<file path="config.mk">
export PLATFORM = sky130hd
export DESIGN_NAME = digital_clock
export DESIGN_NICKNAME = d
export VERILOG_FILES = /design/src/rtl/digital_clock.sv
export SDC_FILE = /design/constraint.sdc
export NUM_CORES = 1
export LEC_CHECK = 0
export CAP_MARGIN = 20
export CELL_PAD_IN_SITES_DETAIL_PLACEMENT = 2
export CELL_PAD_IN_SITES_GLOBAL_PLACEMENT = 2
export CORE_ASPECT_RATIO = 1.4
export CORE_MARGIN = 2
export CORE_UTILIZATION = 44
export CTS_CLUSTER_SIZE = 8
export DETAILED_ROUTE_END_ITERATION = 16
export DONT_BUFFER_PORTS = 1
export PLACE_DENSITY = 0.89
export REMOVE_ABC_BUFFERS = 1
export SYNTH_ARGS = -nofsm -noshare
export SYNTH_HDL_FRONTEND = slang
export SYNTH_SLANG_ARGS = --single-unit
export TNS_END_PERCENT = 5
</file>
<file path="constraint.sdc">
create_clock -name sysclk -period 6.49 [get_ports sysclk]
set_input_delay 1.298 -clock sysclk [delete_from_list [all_inputs] [get_ports sysclk]]
set_output_delay 1.298 -clock sysclk [all_outputs]
set_load 0.005 [all_outputs]
</file>
<file path="src/rtl/digital_clock.sv">
// Digital alarm clock: BCD HH:MM time and alarm, set/show FSM, four-digit 7-segment output.
// Define LEADING_ZERO_BLANK_EN to blank the hours-tens digit when it is zero.
module digital_clock #(
    parameter int HALF_SEC_CYCLES   = 25000000,
    parameter int HALF_SECS_PER_MIN = 120
) (
    input  logic        sysclk,
    input  logic        reset,
    input  logic        showAlarmIn,
    input  logic        minutesIn,
    input  logic        hoursIn,
    input  logic        enAlarmIn,
    output logic        soundAlarm,
    output logic [27:0] disp7Seg
);

    typedef enum logic [1:0] {SHOW_TIME, SET_TIME, SHOW_ALARM, SET_ALARM} state_t;

    localparam int HalfW = (HALF_SEC_CYCLES > 1) ? $clog2(HALF_SEC_CYCLES) : 1;
    localparam int MinW  = (HALF_SECS_PER_MIN > 1) ? $clog2(HALF_SECS_PER_MIN) : 1;
    localparam logic [HalfW-1:0] HalfLast = HalfW'(HALF_SEC_CYCLES - 1);
    localparam logic [MinW-1:0]  MinLast  = MinW'(HALF_SECS_PER_MIN - 1);

    state_t           state_q, state_d;
    logic [HalfW-1:0] halfCnt_q, halfCnt_d;
    logic [MinW-1:0]  minCnt_q, minCnt_d;
    logic [15:0]      time_q, time_d;
    logic [15:0]      alarm_q, alarm_d;
    logic [15:0]      setReg_q, setReg_d;
    logic [15:0]      setBase;
    logic [15:0]      dispSrc;
    logic             halfTick, minTick, inSet, entering;

    function automatic logic [7:0] incMinutes(input logic [7:0] m);
        logic [7:0] r;
        if (m[3:0] == 4'd9) begin
            r[3:0] = 4'd0;
            r[7:4] = (m[7:4] == 4'd5) ? 4'd0 : m[7:4] + 4'd1;
        end else begin
            r[7:4] = m[7:4];
            r[3:0] = m[3:0] + 4'd1;
        end
        return r;
    endfunction

    function automatic logic [7:0] incHours(input logic [7:0] h);
        logic [7:0] r;
        if (h == 8'h23) begin
            r = 8'h00;
        end else if (h[3:0] == 4'd9) begin
            r = {h[7:4] + 4'd1, 4'd0};
        end else begin
            r = {h[7:4], h[3:0] + 4'd1};
        end
        return r;
    endfunction

    function automatic logic [6:0] seg7(input logic [3:0] d);
        logic [6:0] s;
        case (d)
            4'd0:    s = 7'b1111110;
            4'd1:    s = 7'b0110000;
            4'd2:    s = 7'b1101101;
            4'd3:    s = 7'b1111001;
            4'd4:    s = 7'b0110011;
            4'd5:    s = 7'b1011011;
            4'd6:    s = 7'b1011111;
            4'd7:    s = 7'b1110000;
            4'd8:    s = 7'b1111111;
            4'd9:    s = 7'b1111011;
            default: s = 7'b0000000;
        endcase
        return s;
    endfunction

    // Mode is a pure function of the current inputs; state_q only serves to detect entry
    // into a set mode and to pick the display source.
    always_comb begin
        state_d = SHOW_TIME;
        if (showAlarmIn) begin
            state_d = (hoursIn || minutesIn) ? SET_ALARM : SHOW_ALARM;
        end else begin
            state_d = (hoursIn || minutesIn) ? SET_TIME : SHOW_TIME;
        end
    end

    always_comb begin
        halfTick  = (halfCnt_q == HalfLast);
        minTick   = halfTick && (minCnt_q == MinLast);
        halfCnt_d = halfTick ? '0 : halfCnt_q + HalfW'(1);

        minCnt_d = minCnt_q;
        if (halfTick) begin
            minCnt_d = minTick ? '0 : minCnt_q + MinW'(1);
        end
        if (state_d == SET_TIME) begin
            minCnt_d = '0;
        end

        inSet    = (state_d == SET_TIME) || (state_d == SET_ALARM);
        entering = inSet && (state_d != state_q);

        setBase = setReg_q;
        if (entering) begin
            setBase = (state_d == SET_TIME) ? time_q : alarm_q;
        end
        setReg_d = setBase;
        if (inSet && halfTick) begin
            if (hoursIn) begin
                setReg_d = {incHours(setBase[15:8]), setBase[7:0]};
            end else begin
                setReg_d = {setBase[15:8], incMinutes(setBase[7:0])};
            end
        end

        time_d = time_q;
        if (state_d == SET_TIME) begin
            time_d = setReg_d;
        end else if (minTick) begin
            if (time_q[7:0] == 8'h59) begin
                time_d = {incHours(time_q[15:8]), 8'h00};
            end else begin
                time_d = {time_q[15:8], incMinutes(time_q[7:0])};
            end
        end

        alarm_d = (state_d == SET_ALARM) ? setReg_d : alarm_q;
    end

    always_ff @(posedge sysclk or posedge reset) begin
        if (reset) begin
            state_q   <= SHOW_TIME;
            halfCnt_q <= '0;
            minCnt_q  <= '0;
            time_q    <= 16'h0000;
            alarm_q   <= 16'h0600;
            setReg_q  <= 16'h0000;
        end else begin
            state_q   <= state_d;
            halfCnt_q <= halfCnt_d;
            minCnt_q  <= minCnt_d;
            time_q    <= time_d;
            alarm_q   <= alarm_d;
            setReg_q  <= setReg_d;
        end
    end

    always_comb begin
        case (state_q)
            SHOW_ALARM, SET_ALARM: dispSrc = alarm_q;
            SET_TIME:              dispSrc = setReg_q;
            default:               dispSrc = time_q;
        endcase
`ifdef LEADING_ZERO_BLANK_EN
        disp7Seg[27:21] = (dispSrc[15:12] == 4'd0) ? 7'b0000000 : seg7(dispSrc[15:12]);
`else
        disp7Seg[27:21] = seg7(dispSrc[15:12]);
`endif
        disp7Seg[20:14] = seg7(dispSrc[11:8]);
        disp7Seg[13:7]  = seg7(dispSrc[7:4]);
        disp7Seg[6:0]   = seg7(dispSrc[3:0]);
        soundAlarm      = enAlarmIn && (time_q == alarm_q);
    end

endmodule

</file>
Yosys cells after proc, flatten, opt, wreduce, memory -nomap -nowiden

Memory sizes are Yosys's and may differ from the RTL's.
Index checks and enable logic that the tools add are counted.

Add/subtract/negate cells: 10
Equality and inequality tests: 18
Muxes and demuxes: 23
Reduce and logical (&&, ||, !) cells: 15

Operators by type and width:

| operator                                            | count |
|---|---|
| 2-to-1 mux 16 bit                                   | 7 |
| 2-to-1 mux 8 bit                                    | 6 |
| adder 4 x 1 -> 4 bit, second input constant         | 8 |
| one-hot mux 16 bit (2 select lines)                 | 1 |
| adder 25 x 1 -> 25 bit, second input constant       | 1 |
| equality test 25 bit, second input constant         | 1 |
| 2-to-1 mux 25 bit                                   | 1 |
| 2-to-1 mux 7 bit                                    | 3 |
| equality test 16 bit                                | 1 |
| equality test 4 bit, second input constant          | 4 |
| equality test 8 x 6 -> 1 bit, second input constant | 2 |
| equality test 4 x 3 -> 1 bit, second input constant | 2 |
| equality test 8 x 7 -> 1 bit, second input constant | 1 |
| 2-to-1 mux 4 bit                                    | 2 |
| adder 7 x 1 -> 7 bit, second input constant         | 1 |
| equality test 7 bit, second input constant          | 1 |
| equality test 2 bit, second input constant          | 3 |
| nonzero test 2 bit                                  | 3 |
| nonzero test 3 bit                                  | 2 |
| equality test 2 x 1 -> 1 bit, second input constant | 2 |
| logical AND 1 bit                                   | 4 |
| AND reduction 2 bit                                 | 2 |
| AND reduction 3 bit                                 | 1 |
| logical OR 1 bit                                    | 2 |
| other kinds (4)                                     | 5 |

Register bits: 82
Bits in read-only memories: 448
Bits of input ports: 6
Output and inout port bits: 29
Word-level logic and storage cells: 79
Memories kept: 4

Memories:

| name            | words | bits a word | read ports | clocked after memory_dff | write ports | RTL line | RTL |
|---|---|---|---|---|---|---|---|
| (no name shown) | 16    | 7           | 1          | 0                        | 0           | 60       | `case (d)` |
| (no name shown) | 16    | 7           | 1          | 0                        | 0           | 60       |  |
| (no name shown) | 16    | 7           | 1          | 0                        | 0           | 60       |  |
| (no name shown) | 16    | 7           | 1          | 0                        | 0           | 60       |  |

Logic depth before layout (Yosys ltp)

Depth after elaboration: 13
Gate-level depth with buffers: 13
Depth with buffers taken out: 11

Least setup slack after synthesis

OpenSTA, ideal clock, no wires.

Path kind: input port to flip-flop
Start point: input port showAlarmIn
End point: register time_q[11]
Library setup time: 0.082 ns
Arrival time: 3.676 ns
Required time: 6.408 ns
Setup slack: 2.732 ns
Cell stages on the path: 12
Path buffers: 2
Path through: buf_6 > clkbuf_1 > mux2_2 > mux2i_1 > inv_1 > ha_1 > nor4b_1 > nand3_1 > nor2_1 > nor4_1 > o21ai_0 > a31oi_1

Word-level cells in the longest chain between the ends: 11
Elaborated cells between the ends (all ways): 20
Classes of those cells: add/sub (1); eq/ne (5); mux (8); reduce/logical (6)

RTL lines:

| item                                                                       | RTL line      | RTL |
|---|---|---|
| start, declared                                                            | 9             | `input logic showAlarmIn,` |
| 2-to-1 mux 2 bit (*)                                                       | 80            | `if (showAlarmIn) begin` |
| equality test 2 x 1 -> 1 bit / equality test 2 bit (equally long branches) | 100, 105, 117 |  |
| logical OR 1 bit                                                           | 100           | `inSet = (state_d == SET_TIME) \|\| (state_d == SET_ALARM);` |
| logical AND 1 bit                                                          | 101           | `entering = inSet && (state_d != state_q);` |
| 2-to-1 mux 16 bit                                                          | 104           | `if (entering) begin` |
| adder 4 x 1 -> 4 bit / equality test 4 bit (equally long branches)         | 53, 50        |  |
| 2-to-1 mux 8 bit                                                           | 50            | `end else if (h[3:0] == 4'd9) begin` |
| 2-to-1 mux 8 bit                                                           | 48            | `if (h == 8'h23) begin` |
| 2-to-1 mux 16 bit                                                          | 109           | `if (hoursIn) begin` |
| 2-to-1 mux 16 bit                                                          | 108           | `if (inSet && halfTick) begin` |
| 2-to-1 mux 16 bit                                                          | 117           | `if (state_d == SET_TIME) begin` |
| end signal, assigned                                                       | 142           | `time_q <= time_d;` |
| end, declared                                                              | 27            | `logic [15:0] time_q, time_d;` |

Mark *: on every way between the ends. The rest lies on a longest branch, timed or not.
A chain may end at the register's enable or synchronous reset.

Final worst setup path

Start point: register state_q[0]
End point: output port disp7Seg[17]

Word-level cells in the longest chain between the ends: 4
Elaborated cells between the ends (all ways): 6
Classes of those cells: eq/ne (3); mux (1); reduce/logical (1); memory (1)

RTL lines:

| item                                    | RTL line | RTL |
|---|---|---|
| start, declared                         | 24       | `state_t state_q, state_d;` |
| start signal, assigned                  | 139      | `state_q <= state_d;` |
| equality test 2 bit                     | 149      | `case (state_q)` |
| OR reduction 2 bit                      | 149      |  |
| one-hot mux 16 bit (2 select lines) (*) | 149      |  |
| memory read (16 x 7 bit) (*)            | -        |  |
| end, declared                           | 14       | `output logic [27:0] disp7Seg` |

Marked as above.

==> results.ini <==
[cells_and_area]
layout_common_cells = dfrtp_1 (80), nand2_1 (70), nor2_1 (59)
final_cell_area_mm2 = 0.00660
final_common_cell = dfrtp_1
fillers = 1580
n_antenna_cell = 0
nNetsFinal = 731
syn_to_final_growth_pct = 5.38
drive_above_1_share_pct = 7.35

[clock_tree]
numCtsBuffers = 9
cts_buffer_depth = 2
clkLatencyLatePin_ps = 350
post-cts-setup-buffers = 0
root_buffer = clkbuf_16
clkTransAtPathRegs_ps = 60
cts_resized = 0
cts_htree_levels = 3
cts_sinks = 82
cts_hold_buf = 0
cts_tree = done

[global_routing]
antenna_found_initial = 0
grt_util_met1_pct = 32.3
grt_pass1_wl_um = 35200
busiest_layer = met2
grt_usage_pct = 29.1
use_met3_pct = 4.18
grt_max_degree = 83
grt_pass1_vias = 6409
met2_usage_pct = 53.1
grt_overflow_total = 0

[critical_path]
crit_required_ps = 5190
crit_path_start_kind = flop
crit_fanout = 13
crit_type = reg -> out
end_kind = primary output
worstPathArrival_ps = 3190

[timing]
slew_headroom_pct = 22.3
worst_pin_slew_ps = 1160
clock_skew_ps = 7.85
fin_crit_sh_pct = 69.2
drv_slew = 0
fin_crit_ps = 4490
setup-tns-final_ps = 0
setup_viol = 0
fmax_mhz = 223
hold_violations = 0
rsz0062_at_grt = no

[detailed_routing]
firstDrtPassIters = 4
ant_nets = 0
route.detailed.drc = 0
vias = 5496
drtIter0Drc = 282
wirelength_um = 21500
viasPerCell = 6.25
routedWlPerCell_um = 24.4

[job]
max_cap_violations = 0

[synthesis]
synth_top_area_share_pct = 32.0
yosysSeqAreaShare_pct = 32.8
yosysWarnings = 0
synth-edff-count = 0
ys_types = 79
syn_inst = 712
synth_area_mm2 = 0.00626
synthTopCellsByArea = dfrtp_1 (32%), mux2i_1 (8.2%), ha_1 (7.0%), nand2_1 (4.2%), xnor2_1 (4.1%)
async_flop_share_pct = 100
synthFlopType = dfrtp_1
synth_top_cell_by_area = dfrtp_1
avgSynthCellArea_um2 = 8.79
ys_seq_elements = 82

[floorplanning]
core.rowCount = 51
ios = 35
die-height_um = 145
initial_core_util_pct = 45.0
dieArea_mm2 = 0.0152
coreArea_mm2 = 0.0139
dieWidth_um = 105

[placement]
io_buffers = 0
place_hpwl_um = 15000
place_area_mm2 = 0.00631
gp_congestion = 0.868

[power_and_ir_drop]
peakVddDrop_mv = 0.129
p_per_area_mw_per_mm2 = 313
p_leak_uw = 0.00298
power_uw = 2070

[hold_path]
min_path_type = reg -> reg

[status]
status = complete, no violations

final cells by class:
type	count	area, um^2	share of cell area, %
clock inverter	6	35.0	0.531
timing repair buffer	6	65.1	0.986
inverter	36	136	2.07
clock buffer	9	225	3.41
multi-input combinational	555	3850	58.3
sequential	82	2050	31.1
tap	185	231	3.51
Yosys cell counts (17+ instances only):
cell type and n:
clkbuf_1 17, xnor2_1 29, ha_1 35, mux2i_1 51
nand2_1 70, nand3_1 26, nor2_1 59, inv_1 36
a21oi_1 41, dfrtp_1 80, o21ai_0 46, xor2_1 23
metal layers:
layer | up-vias | share of wire, %
met5 | - | 0
met4 | 0 | 4.1
met3 | 58 | 3.3
met2 | 119 | 55
met1 | 2828 | 38
li1 | 2491 | -
stage by stage:
stage               std cells  hold slack (ps)  util [%]  setup WS [ps]
floorplan                 673              439         -           2850
global route              879              514      47.4           1820
finish                    879              494      47.4           2000
global placement          863              455      45.3           2520
detailed placement        863              496      45.3           2130
CTS                       878              509      47.2           1970
power by group:
| group | leakage (uW) | internal [uW] | total (uW) | switching (uW) |
|---|---|---|---|---|
| registers | 0.00104 | 594 | 756 | 162 |
| clock network | 0.000127 | 255 | 480 | 225 |
| logic | 0.00182 | 315 | 831 | 516 |
| total | 0.00298 | 1160 | 2070 | 903 |
sequential cells by signal, summed over array words and instances, names as in the netlist:
signal,cells
halfCnt_q,25
alarm_q,16
setReg_q,16
time_q,16
minCnt_q,7
state_q,2
logic make-up (layout without fill, tap and decap cells):
group	Yosys count	count (layout)	share of synthesized area, %
AND/OR/NAND/NOR	249	249	20.9
AO/OA/AOI/OAI	157	157	16.0
flip-flops	82	82	32.8
buffers and inverters	75	57	5.70
multiplexers	60	60	9.83
XOR/XNOR	54	54	7.80
adder cells (fa/ha/maj)	35	35	7.00
path summary, 6_finish.rpt:
check                                       start                       to  slack, ps  cells past startpoint
setup / recovery             state_q[0]$_DFF_PP0_             disp7Seg[17]       2000                      9
hold / removal             halfCnt_q[4]$_DFF_PP0_   halfCnt_q[4]$_DFF_PP0_        490                      1
setup reg to reg             state_q[1]$_DFF_PP0_  alarm_q[11]$_DFFE_PP0N_       2330                     12
hold reg to reg            halfCnt_q[4]$_DFF_PP0_   halfCnt_q[4]$_DFF_PP0_        490                      1
max in group asynchronous                   reset   alarm_q[9]$_DFFE_PP1N_       4900                      3
min in group asynchronous                   reset  minCnt_q[4]$_DFFE_PP0P_        910                      2
worst max-delay path, cell delays in order (launching register included):
cell and delay (ps):
dfrtp_1 700, buf_4 370, mux2i_1 260, nor2_1 90, a21oi_1 480, inv_1 200, ha_1 350, nand2_1 70
o21ai_0 90, a21o_1 220
Note: power is estimated with default switching activity, not from simulation.
